[src/rtl/dout_display_pkg.sv]
// -----------------------------------------------------------------------------
// dout_display_pkg
// Shared definitions for the CPU output display stage:
//   - active-low seven-segment glyphs (bit order gfedcba)
//   - binary-to-BCD converter state encoding
//   - hex-nibble-to-glyph decode and one double-dabble step
// -----------------------------------------------------------------------------
package dout_display_pkg;

    localparam logic [6:0] SEG_0     = 7'h40;
    localparam logic [6:0] SEG_1     = 7'h79;
    localparam logic [6:0] SEG_2     = 7'h24;
    localparam logic [6:0] SEG_3     = 7'h30;
    localparam logic [6:0] SEG_4     = 7'h19;
    localparam logic [6:0] SEG_5     = 7'h12;
    localparam logic [6:0] SEG_6     = 7'h02;
    localparam logic [6:0] SEG_7     = 7'h78;
    localparam logic [6:0] SEG_8     = 7'h00;
    localparam logic [6:0] SEG_9     = 7'h10;
    localparam logic [6:0] SEG_A     = 7'h08;
    localparam logic [6:0] SEG_B     = 7'h03;
    localparam logic [6:0] SEG_C     = 7'h46;
    localparam logic [6:0] SEG_D     = 7'h21;
    localparam logic [6:0] SEG_E     = 7'h06;
    localparam logic [6:0] SEG_F     = 7'h0E;
    localparam logic [6:0] SEG_DASH  = 7'h3F;
    localparam logic [6:0] SEG_BLANK = 7'h7F;

    typedef enum logic [1:0] {
        ST_IDLE  = 2'd0,
        ST_SHIFT = 2'd1,
        ST_DONE  = 2'd2
    } bcd_state_e;

    // Hex nibble to active-low glyph.
    function automatic logic [6:0] hex_to_seg(input logic [3:0] nib);
        logic [6:0] seg;
        case (nib)
            4'h0:    seg = SEG_0;
            4'h1:    seg = SEG_1;
            4'h2:    seg = SEG_2;
            4'h3:    seg = SEG_3;
            4'h4:    seg = SEG_4;
            4'h5:    seg = SEG_5;
            4'h6:    seg = SEG_6;
            4'h7:    seg = SEG_7;
            4'h8:    seg = SEG_8;
            4'h9:    seg = SEG_9;
            4'hA:    seg = SEG_A;
            4'hB:    seg = SEG_B;
            4'hC:    seg = SEG_C;
            4'hD:    seg = SEG_D;
            4'hE:    seg = SEG_E;
            4'hF:    seg = SEG_F;
            default: seg = SEG_BLANK;
        endcase
        return seg;
    endfunction

    // One shift-add-3 iteration on {hundreds, tens, units, binary}:
    // correct every BCD nibble >= 5, then shift the whole word left by one.
    function automatic logic [19:0] dabble_step(input logic [19:0] word);
        logic [19:0] adj;
        adj = word;
        if (adj[11:8] >= 4'd5) begin
            adj[11:8] = adj[11:8] + 4'd3;
        end
        if (adj[15:12] >= 4'd5) begin
            adj[15:12] = adj[15:12] + 4'd3;
        end
        if (adj[19:16] >= 4'd5) begin
            adj[19:16] = adj[19:16] + 4'd3;
        end
        return {adj[18:0], 1'b0};
    endfunction

endpackage

[src/rtl/dout_display_bin_to_bcd.sv]
// -----------------------------------------------------------------------------
// bin_to_bcd
// Sequential 8-bit binary to 3-digit BCD converter (double dabble).
// Ports:
//   Clock, Reset  - clock, synchronous active-high reset
//   Start         - load Bin and (re)start a conversion; aborts any in flight
//   Bin[7:0]      - binary value to convert
//   Busy          - high while a conversion is in progress (SHIFT/DONE)
//   Bcd[11:0]     - last completed result {hundreds, tens, units}
// The result register only ever receives a completed conversion, so an
// aborted conversion never becomes visible.
// -----------------------------------------------------------------------------
module bin_to_bcd
    import dout_display_pkg::*;
(
    input  logic        Clock,
    input  logic        Reset,
    input  logic        Start,
    input  logic [7:0]  Bin,
    output logic        Busy,
    output logic [11:0] Bcd
);

    bcd_state_e  state_r;
    logic [19:0] shift_r;
    logic [2:0]  count_r;
    logic [11:0] bcd_r;
    logic        busy_r;

    // Converter FSM: a Start always wins and reloads the shift register.
    always_ff @(posedge Clock) begin
        if (Reset) begin
            state_r <= ST_IDLE;
            shift_r <= 20'd0;
            count_r <= 3'd0;
            bcd_r   <= 12'd0;
            busy_r  <= 1'b0;
        end else if (Start) begin
            state_r <= ST_SHIFT;
            shift_r <= {12'd0, Bin};
            count_r <= 3'd0;
            busy_r  <= 1'b1;
        end else begin
            case (state_r)
                ST_IDLE: begin
                    busy_r <= 1'b0;
                end
                ST_SHIFT: begin
                    shift_r <= dabble_step(shift_r);
                    count_r <= count_r + 3'd1;
                    busy_r  <= 1'b1;
                    // count_r == 7 is the eighth and final iteration
                    if (count_r == 3'd7) begin
                        state_r <= ST_DONE;
                    end
                end
                ST_DONE: begin
                    bcd_r   <= shift_r[19:8];
                    state_r <= ST_IDLE;
                    busy_r  <= 1'b0;
                end
                default: begin
                    state_r <= ST_IDLE;
                    busy_r  <= 1'b0;
                end
            endcase
        end
    end

    assign Busy = busy_r;
    assign Bcd  = bcd_r;

endmodule

[src/rtl/dout_display.sv]
// -----------------------------------------------------------------------------
// dout_display
// Output stage behind the CPU: drives a 4-digit multiplexed, active-low
// seven-segment display.
// Ports:
//   Clock, Reset  - clock, synchronous active-high reset
//   Dout[7:0]     - data byte from the CPU, valid when Dval is high
//   Dval          - one-cycle data strobe
//   IP[7:0]       - CPU instruction pointer, shown live in hex view
//   DecMode       - 0 = hex view (IP | data), 1 = decimal view of data
//   Segments[6:0] - active-low segments, gfedcba
//   Digits[3:0]   - active-low digit enables, digit 3 leftmost
//   DP            - active-low decimal point (lit on digit 2 in hex view)
//   Busy          - BCD conversion in progress
// All display outputs are registered and lag the refresh counter by a cycle.
// -----------------------------------------------------------------------------
module dout_display
    import dout_display_pkg::*;
#(
    parameter int REFRESH_BITS = 18
) (
    input  logic       Clock,
    input  logic       Reset,
    input  logic [7:0] Dout,
    input  logic       Dval,
    input  logic [7:0] IP,
    input  logic       DecMode,
    output logic [6:0] Segments,
    output logic [3:0] Digits,
    output logic       DP,
    output logic       Busy
);

    logic [REFRESH_BITS-1:0] refresh_r;
    logic [7:0]              data_r;
    logic                    valid_r;
    logic [6:0]              seg_r;
    logic [3:0]              dig_r;
    logic                    dp_r;

    logic [1:0]  sel_s;
    logic [6:0]  seg_s;
    logic [3:0]  dig_s;
    logic        dp_s;
    logic [11:0] bcd_s;
    logic        conv_busy_s;
    logic [3:0]  hund_s;
    logic [3:0]  tens_s;
    logic [3:0]  units_s;

    bin_to_bcd u_bcd (
        .Clock (Clock),
        .Reset (Reset),
        .Start (Dval),
        .Bin   (Dout),
        .Busy  (conv_busy_s),
        .Bcd   (bcd_s)
    );

    assign sel_s   = refresh_r[REFRESH_BITS-1 -: 2];
    assign hund_s  = bcd_s[11:8];
    assign tens_s  = bcd_s[7:4];
    assign units_s = bcd_s[3:0];

    // Glyph, digit enable and decimal point for the currently selected digit.
    always_comb begin
        seg_s = SEG_BLANK;
        dp_s  = 1'b1;
        dig_s = ~(4'b0001 << sel_s);
        if (!DecMode) begin
            case (sel_s)
                2'd3: seg_s = hex_to_seg(IP[7:4]);
                2'd2: begin
                    seg_s = hex_to_seg(IP[3:0]);
                    dp_s  = 1'b0;
                end
                2'd1: seg_s = valid_r ? hex_to_seg(data_r[7:4]) : SEG_DASH;
                2'd0: seg_s = valid_r ? hex_to_seg(data_r[3:0]) : SEG_DASH;
                default: seg_s = SEG_BLANK;
            endcase
        end else begin
            case (sel_s)
                2'd3: seg_s = SEG_BLANK;
                2'd2: begin
                    if (!valid_r) begin
                        seg_s = SEG_DASH;
                    end else if (hund_s == 4'd0) begin
                        seg_s = SEG_BLANK;
                    end else begin
                        seg_s = hex_to_seg(hund_s);
                    end
                end
                2'd1: begin
                    if (!valid_r) begin
                        seg_s = SEG_DASH;
                    end else if ((hund_s == 4'd0) && (tens_s == 4'd0)) begin
                        seg_s = SEG_BLANK;
                    end else begin
                        seg_s = hex_to_seg(tens_s);
                    end
                end
                2'd0: seg_s = valid_r ? hex_to_seg(units_s) : SEG_DASH;
                default: seg_s = SEG_BLANK;
            endcase
        end
    end

    // Refresh counter, data capture and registered display outputs.
    always_ff @(posedge Clock) begin
        if (Reset) begin
            refresh_r <= '0;
            data_r    <= 8'd0;
            valid_r   <= 1'b0;
            seg_r     <= SEG_BLANK;
            dig_r     <= 4'b1111;
            dp_r      <= 1'b1;
        end else begin
            refresh_r <= refresh_r + REFRESH_BITS'(1);
            if (Dval) begin
                data_r  <= Dout;
                valid_r <= 1'b1;
            end
            seg_r <= seg_s;
            dig_r <= dig_s;
            dp_r  <= dp_s;
        end
    end

    assign Segments = seg_r;
    assign Digits   = dig_r;
    assign DP       = dp_r;
    assign Busy     = conv_busy_s;

endmodule
[config.mk]
export PLATFORM = sky130hd
export DESIGN_NAME = dout_display
export DESIGN_NICKNAME = d
export VERILOG_FILES = /design/src/rtl/dout_display_pkg.sv /design/src/rtl/dout_display_bin_to_bcd.sv /design/src/rtl/dout_display.sv
export SDC_FILE = /design/constraint.sdc
export NUM_CORES = 1
export LEC_CHECK = 0
export ABC_CLOCK_PERIOD_IN_PS = 2650
export CORE_UTILIZATION = 55
export CTS_BUF_LIST = sky130_fd_sc_hd__clkbuf_2
export DETAILED_ROUTE_END_ITERATION = 7
export DONT_BUFFER_PORTS = 1
export PLACE_DENSITY = 0.73
export SLEW_MARGIN = 40
export SYNTH_ARGS = -nofsm -noshare
export SYNTH_HDL_FRONTEND = slang
export SYNTH_SLANG_ARGS = --single-unit
[constraint.sdc]
create_clock -name Clock -period 2.65 [get_ports Clock]
set_input_delay 0.53 -clock Clock [delete_from_list [all_inputs] [get_ports Clock]]
set_output_delay 0.53 -clock Clock [all_outputs]
set_load 0.005 [all_outputs]
### Word level (Yosys, flattened, before mapping)

Memory sizes are Yosys's and may differ from the RTL's. A register that Yosys moved wholly into a read port is not among the register bits.
Index checks and enable logic that the tools add are counted.

| storage, ports and cells | value |
|---|---|
| flip-flop bits (word level) | 77 |
| ROM bits | 784 |
| output and inout bits | 13 |
| memories kept | 7 |

Memories:

| memory | depth | width | rd ports | clocked after Yosys merged registers in | wr ports | RTL line | text |
|---|---|---|---|---|---|---|---|
| (no name shown) | 16 | 7 | 1 | 0 | 0 | dout_display_pkg.sv:38 | `case (nib)` |
| (no name shown) | 16 | 7 | 1 | 0 | 0 | dout_display_pkg.sv:38 |  |
| (no name shown) | 16 | 7 | 1 | 1 | 0 | dout_display_pkg.sv:38 |  |
| (no name shown) | 16 | 7 | 1 | 1 | 0 | dout_display_pkg.sv:38 |  |
| (no name shown) | 16 | 7 | 1 | 1 | 0 | dout_display_pkg.sv:38 |  |
| (no name shown) | 16 | 7 | 1 | 1 | 0 | dout_display_pkg.sv:38 |  |
| 1 more memories | -- | -- | -- | -- | -- | -- |  |

| cells by class | value |
|---|---|
| $add $sub $neg | 5 |
| order comparisons | 3 |
| equal/unequal tests | 9 |
| shift-type cells | 1 |
| muxes and demuxes | 31 |
| bitwise gates (word level) | 3 |
| reductions and logical operators | 11 |

Operator list:

| kind | number |
|---|---|
| $mux 7 | 8 |
| $pmux 7 s4 | 2 |
| $mux 4 | 12 |
| $add 18x1->18 const B | 1 |
| $mux 8 | 2 |
| $ge 4x3->1 const B | 3 |
| $add 4x2->4 const B | 2 |
| $logic_not 4->1 | 2 |
| $eq 2x2->1 const B | 3 |
| $reduce_and 2->1 | 3 |
| $eq 2x1->1 const B | 2 |
| $logic_not 2->1 | 2 |
| $mux 1 | 4 |
| $not 4->4 | 1 |
| $pmux 2 s2 | 1 |
| $reduce_or 2->1 | 2 |
| $shl 1x2->4 const A | 1 |
| $add 3x1->3 const B | 1 |
| $add 3x2->3 const B | 1 |
| $eq 3x3->1 const B | 1 |
| $mux 3 | 1 |
| $ne 3x2->1 const B | 1 |
| $mux 2 | 1 |
| $ne 2x1->1 const B | 1 |
| 4 further kinds | 5 |

### Longest topological paths before layout

Gate-level depths: netlist of the first run.

| depth | value |
|---|---|
| word-level depth | 6 |
| gate-level depth with buffers | 11 |
| depth with buffers taken out | 8 |

### Cells and area by module

From an unflattened synthesis of the first run, not the netlist that was laid out.

| unflattened totals | value |
|---|---|
| cells, all modules | 647 |
| area, all modules | 5,597.9 um^2 |

Modules (own cells, without submodules):

| module | times used | cells each | area each (um^2) |
|---|---|---|---|
| dout_display | 1 | 453 | 3,865.0 |
| bin_to_bcd | 1 | 194 | 1,732.9 |

### Least setup slack after synthesis of the first run

OpenSTA, ideal clock, no wires.

| timing | value |
|---|---|
| path kind | input port to flip-flop |
| start | in Dval |
| end | reg with a tool-made name |
| library setup time | 134 ps |
| arrival | 2,500 ps |
| data required time | 2,516 ps |
| slack | 15 ps |
| cell stages on the path | 10 |
| path buffers | 3 |
| cell sequence | buf_6 > nor3b_4 > buf_8 > buf_4 > mux2i_1 > nor2_1 > inv_1 > ha_1 > inv_1 > mux4_2 |

RTL lines:

| what | RTL line | text |
|---|---|---|
| start, declared | dout_display.sv:25 | `input logic Dval,` |

==> results of run 1 <==
==> cell usage in the layout, fill, tap and decap left out, types with 7 or more instances in the layout <==
master / netlist / routed
sky130_fd_sc_hd__o22ai_1: 12 / 12
sky130_fd_sc_hd__mux2i_1: 40 / 40
sky130_fd_sc_hd__nand3_1: 14 / 14
sky130_fd_sc_hd__xor2_1: 8 / 8
sky130_fd_sc_hd__nor3_1: 11 / 11
sky130_fd_sc_hd__clkbuf_2: 0 / 9
sky130_fd_sc_hd__or3_1: 10 / 10
sky130_fd_sc_hd__inv_1: 40 / 40
sky130_fd_sc_hd__nand2b_1: 12 / 11
sky130_fd_sc_hd__buf_4: 1 / 9
sky130_fd_sc_hd__nand2_1: 66 / 66
sky130_fd_sc_hd__o21ai_0: 30 / 30
sky130_fd_sc_hd__xnor2_1: 11 / 11
sky130_fd_sc_hd__nor2_1: 70 / 70
sky130_fd_sc_hd__dfxtp_1: 112 / 112
sky130_fd_sc_hd__nor2b_1: 14 / 14
sky130_fd_sc_hd__a21o_1: 7 / 7
sky130_fd_sc_hd__a21oi_1: 54 / 54
sky130_fd_sc_hd__ha_1: 52 / 52
==> through the flow <==
stage / worst slack (ps) / instance area [um^2] / power, mW / util / std cells
after floorplan: 15.49 / 6068 / 2.003 / - / 698
after global placement: 223.7 / 6135 / 2.014 / 0.5838 / 806
after detailed placement: 165.1 / 6135 / 2.024 / 0.5838 / 806
after CTS: 324.0 / 6266 / 2.726 / 0.5963 / 825
after global routing: 128.3 / 6309 / 2.852 / 0.6003 / 829
final: 324.1 / 6309 / 2.709 / 0.6003 / 829
==> layout make-up <==
| class | count | area, um^2 |
|---|---|---|
| multi-input cells | 506 | 3493 |
| well taps | 136 | 170.2 |
| fillers | 906 | 4200 |
| flip-flops and latches | 112 | 2242 |
| inverters | 43 | 163.9 |
| clock buffers | 9 | 45.04 |
| clock inverters | 7 | 46.29 |
| repair buffers | 16 | 147.6 |
==> worst max path at each step <==
| stage | start | to | slack, ps | depth (start not counted) |
|---|---|---|---|---|
| global route | u_bcd.state_r[0]$_SDFFE_PP0P_ | flop | 130 | 8 |
| global placement | Dval | flop | 220 | 8 |
| detailed placement | Dval | flop | 170 | 8 |
| CTS | u_bcd.state_r[0]$_SDFFE_PP0P_ | flop | 320 | 8 |
| finish | u_bcd.state_r[0]$_SDFFE_PP0P_ | flop | 320 | 8 |
| floorplan | Dval | flop | 20 | 10 |
==> timing repair <==
action / CTS / global route
hold buffers: 3 / 4
gates resized for setup: 0 / 0
endpoints found under the hold margin: 41 / 12
==> layer usage <==
layer | vias up | routed length (um)
li1 | 2399 | -
met4 | 0 | 232
met1 | 2228 | 5695
met2 | 88 | 6152
met3 | 15 | 524
met5 | - | 0
==> kinds of logic (layout without fill, tap and decap cells) <==
kind of cell | count (synthesis) | in the layout
buffers and inverters | 80 | 75
adders and majority gates | 52 | 52
muxes | 51 | 51
DFF | 112 | 112
xor gates and xnor gates | 19 | 19
and+or+nand+nor | 231 | 231
AOI/OAI and AO/OA | 153 | 153
==> power by group <==
part           leakage, nW  switching, mW  internal, mW
Sequential           0.913         0.0255          1.74
Clock               0.0561          0.562         0.124
Combinational         1.51          0.146         0.108
Total                 2.48          0.733          1.98
==> summary.md, run 1 <==
| Metric | Value |
|---|---|
| Maximum fanout count along the critical path | 7 |
| Total power per unit cell area | 429.4 nW/um^2 |
| Sum of routed wire length over all layers | 12600 um |
| FF-to-FF setup slack | 320 ps |
| Post-Syn Area | 6068 um^2 |
| Clock buffers created by TritonCTS | 9 |
| Result of the run | finished, final reports clean |
| Critical path arrival | 2850 ps |
| Number of placement rows | 37 |
| Via count of the first global-routing pass | 4549 |
| Delay contributed by the slowest stage of the critical path | 460 ps |
| Mux cell area share after synthesis | 0.09567 |
| Number of antenna violations at the first check in global routing | 0 |
| Floorplan die area | 11460 um^2 |
| Area delta synth->final | 3.959% |
| Final hold viol count | 0 |
| Width of the die | 107.0 um |
| Crit Path Category | reg2reg |
| Library cell used as clock root buffer | sky130_fd_sc_hd__clkbuf_2 |
| Setup repair after global routing missed its margin | false |
| Met1 demand-to-capacity share in global routing | 0.2745 |
| Final routed wire length divided by cell count | 15.20 um |
| Router iterations before antenna repair | 4 |
| Total Nets Final | 760 |
| Transition at the pin with the smallest max-transition slack | 747.2 ps |
| Top-area cell type share of the netlist area | 0.3695 |
| Total via count in the routed design | 4730 |
| Net count of the mapped netlist | 770 |
| Hold worst-path end | Segments[5]$_SDFF_PP1_ |
| CP most frequent cell | sky130_fd_sc_hd__inv_1 |
| Final worst hold slack | 58.11 ps |
| Total setup buffers inserted after CTS | 0 |
| Total negative slack for setup checks | 0 ps |
| R2r startpoint | u_bcd.state_r[0]$_SDFFE_PP0P_ |
| Count of port buffers added during placement | 0 |
| Synth async-reset ratio | 0 |
| Path class of the lowest-slack min-delay path | in2reg |
| Post-Syn Area per Cell | 8.694 um^2 |
| Clock Path Buffers | 2 |
| Leak pwr | 2.476 nW |
| Top Usage Layer GRT | met2 |
| DRC violations left | 0 |
| Insertion delay to the later sink of the worst-skew pair | 590 ps |
| Synth area leaders | sky130_fd_sc_hd__dfxtp_1 (37%), sky130_fd_sc_hd__ha_1 (11%), sky130_fd_sc_hd__mux2i_1 (6.6%) |
| Max Fclk | 0.4300 GHz |
| Most repeated cell in the gate-level netlist after synthesis | sky130_fd_sc_hd__dfxtp_1 |
| Wire length of the first global-routing pass | 20890 um |
| Endpoint kind of the worst setup timing path | flop |
| Vias per cell | 5.706 |
| Final critical-path required period | 2326 ps |
| Cell-by-cell trace of the critical path | nor3b_4 -> buf_4 -> mux2i_1 -> nor2_1 -> inv_1 -> ha_1 -> inv_1 -> mux4_1 |
| TritonCTS clock tree | built |
| Number of antenna diodes | 0 |
| Number of max-slew violations in the final report | 0 |
| Die height | 107.0 um |
| Fraction of the mapped netlist area in adder cells | 0.1072 |
| Total number of yosys warnings | 0 |
| Standard cell with the maximum stage delay on the critical path | sky130_fd_sc_hd__mux4_1 |
| Setup violation total in the final timing report | 0 |
| Number of enable flip-flop cells after synthesis | 0 |
| Maximum number of pins on one net before global-route repair | 49 |
| Antenna viol nets, final | 0 |
| Met3 track utilization from global routing | 0.05653 |
| Boundary Pins | 33 |
| GRT Residual Overflow | 0 |
| Core outline area | 10510 um^2 |
| Portion of the post-synthesis area used by sequential elements | 0.3695 |
| Post-Synthesis Cells | 698 |
| Worst hold stages | 2 |
| Netlist cell types | 64 |
| MaxCap Viol Count | 0 |
| Post-DP HPWL | 8908 um |
| Compound-Gate Fraction of Synth Area | 0.1598 |
| Initial Utilization | 0.5774 |
| Final worst-path cycle share | 0.8777 |
| Layout cell share with drive strength beyond 1 | 0.07071 |
| Commonest register cell after synthesis | sky130_fd_sc_hd__dfxtp_1 |
| Worst path top cell family by delay | multiplexers |
| FF+latch count, synth | 112 |
| Type of origin of the critical path | flop |
| Cell type with the largest total area after synthesis | sky130_fd_sc_hd__dfxtp_1 |
| Worst vdd rail ir drop | 0.2855 mV |
| GP Congestion | 0.8569 |
| Count of H-tree levels built during CTS | 3 |
| Hold_sp | Reset |
| Total number of clock tree sinks | 112 |
| Met2 Track Usage GR | 0.3949 |
| XOR/XNOR Fraction of Synth Area | 0.02742 |
| Clk pin slew, worst setup/hold paths | 290 ps |
| Largest clock skew in the final design | 15.29 ps |
| Simple logic cell fraction of the synthesized area | 0.1852 |
| Worst reg-to-reg path cell count | 8 |
| Tightest slew margin relative to the limit | 0.5008 |
| Required time of the critical path | 3170 ps |
| Global router's overall resource usage | 0.2272 |
| Largest family of logic cells by synthesized area | simple AND/OR/NAND/NOR gates |
| Worst path bufs/invs | 3 |
| Synth top cells by count | sky130_fd_sc_hd__dfxtp_1 (112), sky130_fd_sc_hd__nor2_1 (70), sky130_fd_sc_hd__nand2_1 (66) |
| 1st-iter DRT viols | 301 |
No activity file was read; power rests on OpenSTA's default activity.
==> run 2, diff against run 1 <==
--- a/config.mk
+++ b/config.mk
@@ -10,7 +10,7 @@
 export CTS_BUF_LIST = sky130_fd_sc_hd__clkbuf_2
 export DETAILED_ROUTE_END_ITERATION = 7
 export DONT_BUFFER_PORTS = 1
-export PLACE_DENSITY = 0.73
+export PLACE_DENSITY_LB_ADDON = 0.08
 export SLEW_MARGIN = 40
 export SYNTH_ARGS = -nofsm -noshare
 export SYNTH_HDL_FRONTEND = slang
==> summary.md, run 2 (synthesis gave the netlist of run 1 again) <==
| Metric | Value |
|---|---|
| Result of the run | finished, final reports clean |
| Post-route non-filler standard cell count | 833 (+0.48%) |
| Width of the die | 107.0 um (unchanged) |
| Total Nets Final | 764 (+0.53%) |
| TritonCTS clock tree | built |
| Number of antenna diodes | 0 (unchanged) |
| FF-to-FF setup slack | 250 ps (-70 ps) |
| Floorplan die area | 11460 um^2 (unchanged) |
| Final worst-path cycle share | 0.9048 (+0.02712) |
| 1st-iter DRT viols | 309 (+2.7%) |
| Total number of clock tree sinks | 112 (unchanged) |
| Crit Path Category | reg2reg |
| Cell total after placement | 807 (+0.12%) |
| Count of port buffers added during placement | 0 (unchanged) |
| Worst reg-to-reg path cell count | 7 (-1) |
| Layout cell share with drive strength beyond 1 | 0.07317 (+0.002464) |
| Count of cells resized by post-cts repair | 0 (unchanged) |
| Final setup margin | 252.3 ps (-71.87 ps) |
| R2r startpoint | u_bcd.state_r[0]$_SDFFE_PP0P_ |
| Total negative slack for setup checks | 0 ps (unchanged) |
| Setup repair after global routing missed its margin | false |
| Area delta synth->final | 5.010% |
| Antenna viol nets, final | 0 (unchanged) |
| Final Power | 2.799 mW (+3.3%) |
| DRC violations left | 0 (unchanged) |
| Final routed wire length divided by cell count | 14.90 um (-2.0%) |
| Fin util | 0.6064 (+0.006072) |
| Tightest slew margin relative to the limit | 0.5110 (+0.01014) |
| Router iterations before antenna repair | 5 (+1) |
| Clk pin slew, worst setup/hold paths | 280 ps (about the same) |
| Vias per cell | 5.670 (-0.63%) |
| Core outline area | 10510 um^2 (unchanged) |
| Instance area at placement | 6142 um^2 (+0.12%) |
| Final hold viol count | 0 (unchanged) |
| Number of max-slew violations in the final report | 0 (unchanged) |
| Count of H-tree levels built during CTS | 3 (unchanged) |
| Required time of the critical path | 3180 ps (about the same) |
| Total power per unit cell area | 439.3 nW/um^2 (+2.3%) |
| Endpoint kind of the worst setup timing path | flop |
| Library cell used as clock root buffer | sky130_fd_sc_hd__clkbuf_2 |
| Commonest cells after routing, fill and taps aside | sky130_fd_sc_hd__dfxtp_1 (112), sky130_fd_sc_hd__nor2_1 (70), sky130_fd_sc_hd__nand2_1 (66) |
| Number of antenna violations at the first check in global routing | 0 (unchanged) |
| Die height | 107.0 um (unchanged) |
| Maximum fanout count along the critical path | 15 (+8) |
| Transition at the pin with the smallest max-transition slack | 732.1 ps (-15.17 ps) |
| Timing startpoint of the critical path | u_bcd.state_r[0]$_SDFFE_PP0P_ |
| Final worst hold slack | 58.93 ps (+0.8213 ps) |
| Max Fclk | 0.4171 GHz (-3.0%) |
| Post-DP HPWL | 8679 um (-2.6%) |
| Leak pwr | 2.505 nW (+1.1%) |
| Total via count in the routed design | 4723 (-0.15%) |
| Clock Path Buffers | 2 (unchanged) |
| Insertion delay to the later sink of the worst-skew pair | 620 ps (+30 ps) |
| Final critical-path required period | 2398 ps (+71.87 ps) |
| Global router's overall resource usage | 0.2246 (-0.002666) |
| GRT Residual Overflow | 0 (unchanged) |
| Largest clock skew in the final design | 38.04 ps (+22.75 ps) |
| Boundary Pins | 33 (unchanged) |
| Critical path arrival | 2930 ps (+80 ps) |
| Wire length of the first global-routing pass | 20500 um (-1.9%) |
| Number of placement rows | 37 (unchanged) |
| Setup violation total in the final timing report | 0 (unchanged) |
| Most common cell after layout, fill and taps aside | sky130_fd_sc_hd__dfxtp_1 |
| Via count of the first global-routing pass | 4355 (-4.3%) |
| Initial Utilization | 0.5774 (unchanged) |
| Worst slack at placement | 86.04 ps (-79.03 ps) |
| Sum of routed wire length over all layers | 12410 um (-1.5%) |
| Maximum number of pins on one net before global-route repair | 46 (-6.1%) |
| GP Congestion | 0.9182 (+7.2%) |
| Worst vdd rail ir drop | 0.3284 mV (+15%) |
| Path class of the lowest-slack min-delay path | in2reg |
| MaxCap Viol Count | 0 (unchanged) |
| Type of origin of the critical path | flop |
| Final standard cell area without fillers | 6372 um^2 (+1.0%) |
| Clock buffers created by TritonCTS | 9 (unchanged) |
-- run 2: cell count changes in the layout (fill, tap and decap cells not counted) --
cell | before | now
sky130_fd_sc_hd__buf_4 | 9 | 10
sky130_fd_sc_hd__bufinv_16 | 0 | 1
sky130_fd_sc_hd__clkinv_1 | 1 | 0
sky130_fd_sc_hd__clkinv_4 | 0 | 2
sky130_fd_sc_hd__dlygate4sd3_1 | 6 | 9
sky130_fd_sc_hd__inv_6 | 2 | 0
-- run 2: final cells by class --
cell class | instances | area, um^2
Inverter | 43 | 163.9
Clock inverter | 7 | 72.57
Sequential cell | 112 | 2242
Multi-Input combinational cell | 506 | 3493
Timing Repair Buffer | 20 | 185.2
Fill cell | 930 | 4136
Clock buffer | 9 | 45.04
Tap cell | 136 | 170.2
-- run 2: worst max-delay path, cell delays in order, from the launching register on --
cell and delay [ps]:
sky130_fd_sc_hd__dfxtp_1 420, sky130_fd_sc_hd__nor3b_4 500, sky130_fd_sc_hd__buf_4 320, sky130_fd_sc_hd__mux2i_1 260, sky130_fd_sc_hd__nor2_1 100, sky130_fd_sc_hd__ha_1 240, sky130_fd_sc_hd__or3_1 370, sky130_fd_sc_hd__o221a_2 120
-- run 2: power breakdown --
part / switching (mW) / internal, mW
sequential: 0.0245 / 1.74
combinational: 0.146 / 0.111
clock: 0.558 / 0.217
-- run 2: how the worst min path moves through the flow --
stage | slack, ps | to | from | depth (start not counted)
after global placement | 440 | u_bcd.shift_r[0]$_SDFFE_PP0P_ | u_bcd.shift_r[0]$_SDFFE_PP0P_ | 2
after floorplan | 430 | refresh_r[0]$_SDFF_PP0_ | refresh_r[0]$_SDFF_PP0_ | 1
final | 60 | u_bcd.shift_r[5]$_SDFFE_PP0P_ | Dout[5] | 2
after detailed placement | 450 | refresh_r[0]$_SDFF_PP0_ | refresh_r[0]$_SDFF_PP0_ | 1
after global routing | 0.4 | u_bcd.shift_r[4]$_SDFFE_PP0P_ | Dval | 2
after CTS | 6 | u_bcd.shift_r[3]$_SDFFE_PP0P_ | Dval | 2
-- run 2: metal layers --
metal | GRT usage | vias to the layer above | routed length (um) | part of all wire
met5 | 0 | - | 0 | 0
li1 | - | 2403 | - | -
met1 | 0.2857 | 2211 | 5725 | 0.46
met2 | 0.3788 | 90 | 6004 | 0.48
met3 | 0.05167 | 19 | 511 | 0.041
met4 | 0.06458 | 0 | 172 | 0.014
-- run 2: timing repair --
item                      CTS  global route
hold buffers                4             6
hold endpoints to repair   43            12
setup buffers               0             0
==> run 3, diff against run 2 <==
--- a/config.mk
+++ b/config.mk
@@ -11,6 +11,7 @@
 export DETAILED_ROUTE_END_ITERATION = 7
 export DONT_BUFFER_PORTS = 1
 export PLACE_DENSITY_LB_ADDON = 0.08
+export SKIP_CTS_REPAIR_TIMING = 1
 export SLEW_MARGIN = 40
 export SYNTH_ARGS = -nofsm -noshare
 export SYNTH_HDL_FRONTEND = slang
==> summary.md, run 3 (synthesis gave the netlist of run 1 again) <==
| Metric | Value |
|---|---|
| Result of the run | finished, final reports clean |
| Area delta synth->final | 4.804% |
| Layout fillers | 928 (-0.22%) |
| Setup violation total in the final timing report | 0 (unchanged) |
| Total Nets Final | 762 (-0.26%) |
| Boundary Pins | 33 (unchanged) |
| Total power per unit cell area | 439.9 nW/um^2 (+0.15%) |
| Vias per cell | 5.674 (about the same) |
| MaxCap Viol Count | 0 (unchanged) |
| Maximum number of pins on one net before global-route repair | 88 (+91%) |
| 1st-iter DRT viols | 318 (+2.9%) |
| Most common cell after layout, fill and taps aside | sky130_fd_sc_hd__dfxtp_1 |
| Transition at the pin with the smallest max-transition slack | 747.2 ps (+15.18 ps) |
| FF-to-FF setup slack | 240 ps (about the same) |
| Worst hold stages | 2 (unchanged) |
| Max Fclk | 0.4157 GHz (-0.34%) |
| GRT Residual Overflow | 0 (unchanged) |
| Width of the die | 107.0 um (unchanged) |
| Clock buffers created by TritonCTS | 9 (unchanged) |
| Total negative slack for setup checks | 0 ps (unchanged) |
| Floorplan die area | 11460 um^2 (unchanged) |
| Count of H-tree levels built during CTS | 3 (unchanged) |
| Final critical-path required period | 2406 ps (+8.096 ps) |
| Layout cell share with drive strength beyond 1 | 0.07338 (+0.0002106) |
| Number of placement rows | 37 (unchanged) |
| Number of max-slew violations in the final report | 0 (unchanged) |
| DRC violations left | 0 (unchanged) |
| Path class of the lowest-slack min-delay path | in2reg |
| Final Power | 2.798 mW (about the same) |
| Worst slack at placement | 86.04 ps (unchanged) |
| Required time of the critical path | 3180 ps (about the same) |
| Cell total after placement | 807 (unchanged) |
| Core outline area | 10510 um^2 (unchanged) |
| Sum of routed wire length over all layers | 12390 um (-0.23%) |
| Fin util | 0.6052 (-0.001191) |
| GP Congestion | 0.9182 (unchanged) |
| Total number of clock tree sinks | 112 (unchanged) |
| Global router's overall resource usage | 0.2190 (-0.005605) |
| Die height | 107.0 um (unchanged) |
| Wire length of the first global-routing pass | 20130 um (-1.8%) |
| Router iterations before antenna repair | 8 (+3) |
| Type of origin of the critical path | flop |
| Crit Path Category | reg2reg |
| Largest clock skew in the final design | 30.30 ps (-7.740 ps) |
| Endpoint kind of the worst setup timing path | flop |
| Antenna viol nets, final | 0 (unchanged) |
| Post-route non-filler standard cell count | 831 (-0.24%) |
| Clk pin slew, worst setup/hold paths | 280 ps (about the same) |
| Final setup margin | 244.2 ps (-8.096 ps) |
| Initial Utilization | 0.5774 (unchanged) |
| Hold worst-path end | u_bcd.shift_r[5]$_SDFFE_PP0P_ |
| Instance area at placement | 6142 um^2 (unchanged) |
| Post-DP HPWL | 8679 um (unchanged) |
| Leak pwr | 2.498 nW (-0.29%) |
| Maximum fanout count along the critical path | 15 (unchanged) |
| TritonCTS clock tree | built |
| Worst vdd rail ir drop | 0.2774 mV (-16%) |
| Commonest cells after routing, fill and taps aside | sky130_fd_sc_hd__dfxtp_1 (112), sky130_fd_sc_hd__nor2_1 (70), sky130_fd_sc_hd__nand2_1 (66) |
| Final routed wire length divided by cell count | 14.90 um (about the same) |
| Total via count in the routed design | 4715 (-0.17%) |
| Via count of the first global-routing pass | 4291 (-1.5%) |
| Final worst-path cycle share | 0.9079 (+0.003055) |
| Setup repair after global routing missed its margin | false |
| Count of port buffers added during placement | 0 (unchanged) |
| Critical path arrival | 2930 ps (about the same) |
| Worst reg-to-reg path cell count | 7 (unchanged) |
| Final worst hold slack | 57.50 ps (-1.431 ps) |
| Final standard cell area without fillers | 6360 um^2 (-0.20%) |
| Clock Path Buffers | 2 (unchanged) |
| Tightest slew margin relative to the limit | 0.5008 (-0.01014) |
| Hold_sp | Dval |
| R2r startpoint | u_bcd.state_r[0]$_SDFFE_PP0P_ |
| Number of antenna violations at the first check in global routing | 0 (unchanged) |
| Library cell used as clock root buffer | sky130_fd_sc_hd__clkbuf_2 |
| Insertion delay to the later sink of the worst-skew pair | 600 ps (-20 ps) |
| Number of antenna diodes | 0 (unchanged) |
| Final hold viol count | 0 (unchanged) |
run 3: changes by cell type in the layout (fill, tap and decap cells not counted):
| cell | previous run | this run |
|---|---|---|
| sky130_fd_sc_hd__buf_12 | 1 | 0 |
| sky130_fd_sc_hd__buf_16 | 0 | 1 |
| sky130_fd_sc_hd__dlygate4sd3_1 | 9 | 7 |
run 3: cell type report:
type	count	area (um^2)	area share
sequential	112	2242	0.3525
inverter	43	163.9	0.02577
clock inverter	7	72.57	0.01141
tap	136	170.2	0.02676
timing repair buffer	18	172.7	0.02715
multi-input combinational	506	3493	0.5493
clock buffer	9	45.04	0.007082
run 3: worst max path at each step:
| stage | depth (start not counted) | end | startpoint |
|---|---|---|---|
| after floorplan | 10 | flop | Dval |
| after global placement | 6 | flop | Dval |
| after detailed placement | 6 | flop | Dval |
| after CTS | 7 | flop | u_bcd.state_r[0]$_SDFFE_PP0P_ |
| after global routing | 9 | flop | u_bcd.state_r[0]$_SDFFE_PP0P_ |
| final | 7 | flop | u_bcd.state_r[0]$_SDFFE_PP0P_ |
run 3: worst max-delay path, stage by stage, from the launching register on:
cell	delay (ps)
sky130_fd_sc_hd__dfxtp_1	420
sky130_fd_sc_hd__nor3b_4	500
sky130_fd_sc_hd__buf_4	320
sky130_fd_sc_hd__mux2i_1	260
sky130_fd_sc_hd__nor2_1	100
sky130_fd_sc_hd__ha_1	240
sky130_fd_sc_hd__or3_1	370
sky130_fd_sc_hd__o221a_2	120
run 3: report_power, final:
group | internal, mW | switching, mW
Combinational | 0.112 | 0.147
Clock | 0.217 | 0.556
Sequential | 1.74 | 0.0245
run 3: layer usage:
| layer | share of wire | wire length (um) | track usage | up-vias |
|---|---|---|---|---|
| li1 | - | - | - | 2398 |
| met3 | 0.044 | 543 | 0.05228 | 15 |
| met4 | 0.012 | 148 | 0.05773 | 0 |
| met2 | 0.49 | 6012 | 0.3705 | 97 |
| met5 | 0 | 0 | 0 | - |
| met1 | 0.46 | 5682 | 0.2785 | 2205 |
